**src/rtl/tdm_decoder.sv**
```systemverilog
// Receive side of the 3-channel TDM link: frames the serial stream on sync_in and
// recovers three channel words. Optional err_count output under TDM_DECODER_ERR_CNT_EN.
module tdm_decoder #(
  parameter int unsigned CH_WIDTH    = 8,
  parameter int unsigned LOCK_FRAMES = 2
) (
  input  logic                clk,
  input  logic                rst,
  input  logic                serial_in,
  input  logic                sync_in,
  output logic [CH_WIDTH-1:0] channel1,
  output logic [CH_WIDTH-1:0] channel2,
  output logic [CH_WIDTH-1:0] channel3,
  output logic                frame_valid,
  output logic                locked,
  output logic                frame_err
`ifdef TDM_DECODER_ERR_CNT_EN
  ,
  output logic [15:0]         err_count
`endif
);

  localparam int unsigned FrameLen = 3 * CH_WIDTH;
  localparam int unsigned CntW     = $clog2(FrameLen);
  localparam logic [CntW-1:0] LastCnt = CntW'(FrameLen - 1);
  localparam logic [CntW-1:0] OneCnt  = CntW'(1);
  localparam logic [3:0]      LockThr = 4'(LOCK_FRAMES);

  typedef enum logic [0:0] {StHunt, StShift} state_e;

  state_e              state_q;
  logic [CntW-1:0]     cnt_q;
  logic [FrameLen-2:0] shift_q;
  logic [3:0]          good_q;
  logic [3:0]          good_inc;
  logic                err_hit;
  logic [FrameLen-2:0] first_bit;

  assign good_inc  = (good_q >= LockThr) ? good_q : good_q + 4'd1;
  assign first_bit = {{(FrameLen - 2){1'b0}}, serial_in};

  // Early sync mid-frame, or no sync where a frame boundary is due.
  assign err_hit = (state_q == StShift) && (sync_in ? (cnt_q != '0) : (cnt_q == '0));

  always_ff @(posedge clk or posedge rst) begin
    if (rst) begin
      state_q     <= StHunt;
      cnt_q       <= '0;
      shift_q     <= '0;
      good_q      <= '0;
      channel1    <= '0;
      channel2    <= '0;
      channel3    <= '0;
      frame_valid <= 1'b0;
      locked      <= 1'b0;
      frame_err   <= 1'b0;
    end else begin
      frame_valid <= 1'b0;
      frame_err   <= 1'b0;
      if (err_hit) begin
        frame_err <= 1'b1;
        good_q    <= '0;
        locked    <= 1'b0;
      end
      unique case (state_q)
        StHunt: begin
          if (sync_in) begin
            shift_q <= first_bit;
            cnt_q   <= OneCnt;
            state_q <= StShift;
          end
        end
        StShift: begin
          if (sync_in) begin
            // Any sync restarts framing here; a partial frame is dropped.
            shift_q <= first_bit;
            cnt_q   <= OneCnt;
          end else if (cnt_q == '0) begin
            state_q <= StHunt;
          end else if (cnt_q == LastCnt) begin
            {channel1, channel2, channel3} <= {shift_q, serial_in};
            frame_valid <= 1'b1;
            good_q      <= good_inc;
            locked      <= (good_inc >= LockThr);
            cnt_q       <= '0;
          end else begin
            shift_q <= {shift_q[FrameLen-3:0], serial_in};
            cnt_q   <= cnt_q + OneCnt;
          end
        end
      endcase
    end
  end

`ifdef TDM_DECODER_ERR_CNT_EN
  always_ff @(posedge clk or posedge rst) begin
    if (rst) begin
      err_count <= '0;
    end else if (err_hit && (err_count != 16'hFFFF)) begin
      err_count <= err_count + 16'd1;
    end
  end
`endif

endmodule

```
**config.mk**
```make
export PLATFORM = sky130hd
export DESIGN_NAME = tdm_decoder
export DESIGN_NICKNAME = d
export VERILOG_FILES = /design/src/rtl/tdm_decoder.sv
export SDC_FILE = /design/constraint.sdc
export NUM_CORES = 1
export LEC_CHECK = 0
export BUFFER_PORTS_ARGS = -buffer_cell sky130_fd_sc_hd__buf_4
export CORE_AREA = 4 4 106 108
export CTS_CLUSTER_SIZE = 16
export DETAILED_ROUTE_END_ITERATION = 16
export DIE_AREA = 0 0 110 112
export HOLD_SLACK_MARGIN = 0.06
export PLACE_DENSITY = 0.48
export SLEW_MARGIN = 30
export SYNTH_ARGS = -nofsm -noshare
export SYNTH_HDL_FRONTEND = slang
export SYNTH_SLANG_ARGS = --single-unit
```
**constraint.sdc**
```tcl
create_clock -name clk -period 3.46 [get_ports clk]
set_clock_uncertainty 0.05 [all_clocks]
set_input_delay 0.346 -clock clk [delete_from_list [all_inputs] [get_ports clk]]
set_output_delay 0.346 -clock clk [all_outputs]
set_load 0.02 [all_outputs]
```
==> impl_metrics.env <==
export IMPL_outcome="finished, final reports clean"
export IMPL_ctsLongestPathBuffers=2
export IMPL_post_drt_via_cell_ratio=4.28
export IMPL_rows=37
export IMPL_wl_met2_mm=2.25
export IMPL_grt_pass1_vias=1686
export IMPL_syn_cell_area_um2=2620
export IMPL_vias=1587
export IMPL_switchingPower_mw=0.547
export IMPL_reg2reg_depth=7
export IMPL_post_route_period_util_pct=67.4
export IMPL_intPower_mw=1.28
export IMPL_max_slew_margin_pct=54.0
export IMPL_p_clk_share_pct=35.3
export IMPL_met3_length_um=201
export IMPL_drt_iter0_drc=51
export IMPL_post_place_ws_ps=1140
export IMPL_synth_seq_cells=60
export IMPL_wl_met1_mm=2.27
export IMPL_syn_inst=198
export IMPL_yosys_top_cells_area="dfrtp_1, mux2i_1, mux2_1, mux2_2, nand2_1"
export IMPL_slew_violations=0
export IMPL_critPathLaunchType="flip-flop"
export IMPL_grt_max_degree=39
export IMPL_grt_usage_pct=8.91
export IMPL_required_ps=3620
export IMPL_worst_setup_path_end_kind="flip-flop"
export IMPL_fill_cells=1036
export IMPL_cts_buffers=9
export IMPL_highest_layer="met4"
export IMPL_wl_per_cell_um=13.1
export IMPL_worst_path_largest_cell_delay_ps=540
export IMPL_drc=0
export IMPL_cts_tree="yes"
export IMPL_place_congestion=0.771
export IMPL_syn_nets=208
export IMPL_crit_slowest_cell="or4b_4"
export IMPL_synth_yosys_seq_area_share_pct=57.3
export IMPL_grt_pass1_wl_mm=8.45
export IMPL_synth_area_per_cell_um2=13.2
export IMPL_fin_ws_ps=1130
export IMPL_drive_gt1_share_pct=27.2
export IMPL_p_comb_share_pct=21.3
export IMPL_path_clk_slew_ps=70
export IMPL_drv_cap=0
export IMPL_swShare_pct=29.9
export IMPL_finalHoldViolCount=0
export IMPL_hold_buffers=0
export IMPL_antenna_cells=0
export IMPL_setup_tns_final_ps=0
export IMPL_grt_remaining_overflow=0
export IMPL_fmax_mhz=429
export IMPL_core_area_um2=10200
export IMPL_crit_type="reg -> reg"
export IMPL_dieWidth_um=110
export IMPL_rsz0062_at_grt="false"
export IMPL_layout_min_cycle_time_ps=2330
export IMPL_synthArstFlopShare_pct=100
export IMPL_powerDensity_nw_per_um2=584
export IMPL_dp_hpwl_mm=3.23
export IMPL_power_share_sequential_pct=43.4
export IMPL_synth_warnings=0
export IMPL_setup_viol=0
export IMPL_dr_pass1_iters=4
export IMPL_synthToLayoutAreaGrowth_pct=19.4
export IMPL_die_area_um2=12300
export IMPL_insertion_delay_ps=330
export IMPL_die_h_um=112
export IMPL_cts_sinks=60
export IMPL_worstMarginPinSlew_ps=689
export IMPL_portBuffers=30
export IMPL_cts_resized=0
export IMPL_ant_nets=0
export IMPL_crit_top_cell="ha_1"
export IMPL_cts_root_buf="clkbuf_8"
export IMPL_nets=240
export IMPL_cp_max_fo=24
export IMPL_synth_ff_type="dfrtp_1"
export IMPL_crit_path_cell_trace="inv_1 -> ha_1 -> or4b_4 -> ha_1 -> nor3b_4 -> buf_4 -> mux2_1"
export IMPL_htreeDepth=3
export IMPL_synth_edf_count=0
export IMPL_yosys_area_top_type="dfrtp_1"
export IMPL_pin_count=31
export IMPL_peakVddDrop_mv=0.202
export IMPL_antenna_found_initial=0
export IMPL_cts_setup_buffers=0
export IMPL_yosysTopAreaCellShare_pct=57.3
export IMPL_finalWirelength_mm=4.84
export IMPL_cellLeakagePower_nw=1.56
export IMPL_arrival_ps=2490
export IMPL_initial_utilization_pct=25.6
export IMPL_ys_types=39
export IMPL_hp_class="in -> async"
## power groups by stage
stage	Clock, mW	Combinational (mW)	Sequential, mW
floorplan	0	0.428	0.787
global placement	0	0.396	0.807
detailed placement	0	0.398	0.807
CTS	0.669	0.398	0.794
global route	0.701	0.433	0.803
finish	0.645	0.390	0.793
## synth_stat cells, types with 3 or more instances
library cell	instances
nor2b_1	3
and2_1	3
a21oi_1	4
ha_1	6
inv_1	5
mux2i_1	22
mux2_1	16
nand2_1	24
dfrtp_1	60
clkbuf_1	4
nand4_1	3
buf_6	4
mux2_2	10
## critical path, delay by kind of cell, from the launching register on
family,cells,cell delay (ps)
flops,1,410
simple gates,2,680
fa+ha+maj,2,370
buf+inv,2,330
mux,1,340
## sequential cells by signal, summed over array words and instances, names as in the netlist
register,flops
locked,1
channel3,8
frame_err,1
state_q,1
cnt_q,5
channel2,8
shift_q,23
good_q,4
channel1,8
frame_valid,1
## final timing paths
kind / from / end / slack (ps)
hold / removal: rst / good_q[0] / 50
min in group clk: serial_in / shift_q[0] / 190
setup / recovery: cnt_q[0] / channel1[3] / 1130
setup reg to reg: cnt_q[0] / channel1[3] / 1130
hold reg to reg: channel2[0] / channel2[0] / 440
max in group asynchronous: rst / channel2[5] / 2550
## area by class of cell
type / count / area [um2] / share of cell area (%)
clock buffers: 12 / 155 / 4.95
multi-input cells: 121 / 993 / 31.7
flip-flops and latches: 60 / 1500 / 47.9
well taps: 136 / 170 / 5.43
clock inverters: 4 / 47.5 / 1.52
inverters: 6 / 23.8 / 0.759
repair buffers: 32 / 240 / 7.67
## placed cells by master, fill, tap and decap left out, drive strengths merged
cell      count
a21o          1
a21oi         4
a22o          1
a31o          2
a31oi         2
a32o          2
and2          3
and3          2
buf          32
bufinv        1
clkbuf       12
clkinv        3
clkinvlp      1
dfrtp        60
ha            6
inv           5
mux2         26
mux2i        22
nand2        24
nand2b        1
nand3         3
nand4         3
nand4b        1
nor2          2
nor2b         3
nor3          2
nor3b         2
nor4          1
o21ai         2
o31ai         1
or3           1
or4           2
or4b          2
## layer usage
layer / GRT usage (%) / up-vias
met5: 0 / -
met1: 11.1 / 787
met4: 4.99 / 0
li1: - / 764
met3: 3.25 / 10
met2: 13.2 / 26
## through the flow
step / cells / area [um2] / hold slack (ps) / total power, mW / util [%]
2_1_floorplan: 198 / 2620 / 414 / 1.21 / -
3_3_place_gp: 355 / 2930 / 420 / 1.20 / 28.6
3_5_place_dp: 355 / 2930 / 425 / 1.20 / 28.6
4_1_cts: 371 / 3130 / 165 / 1.86 / 30.6
5_1_grt: 371 / 3130 / 111 / 1.94 / 30.6
6_report: 371 / 3130 / 50.5 / 1.83 / 30.6
## kinds of logic after synthesis
logic type,Yosys count,share of synthesized area (%)
buffers and inverters,17,4.87
adder cells (fa/ha/maj),6,2.86
multiplexers,48,19.6
AND/OR/NAND/NOR,52,11.5
AO/OA/AOI/OAI,15,3.96
flip-flops,60,57.3
Note: power is estimated with default switching activity, not from simulation.
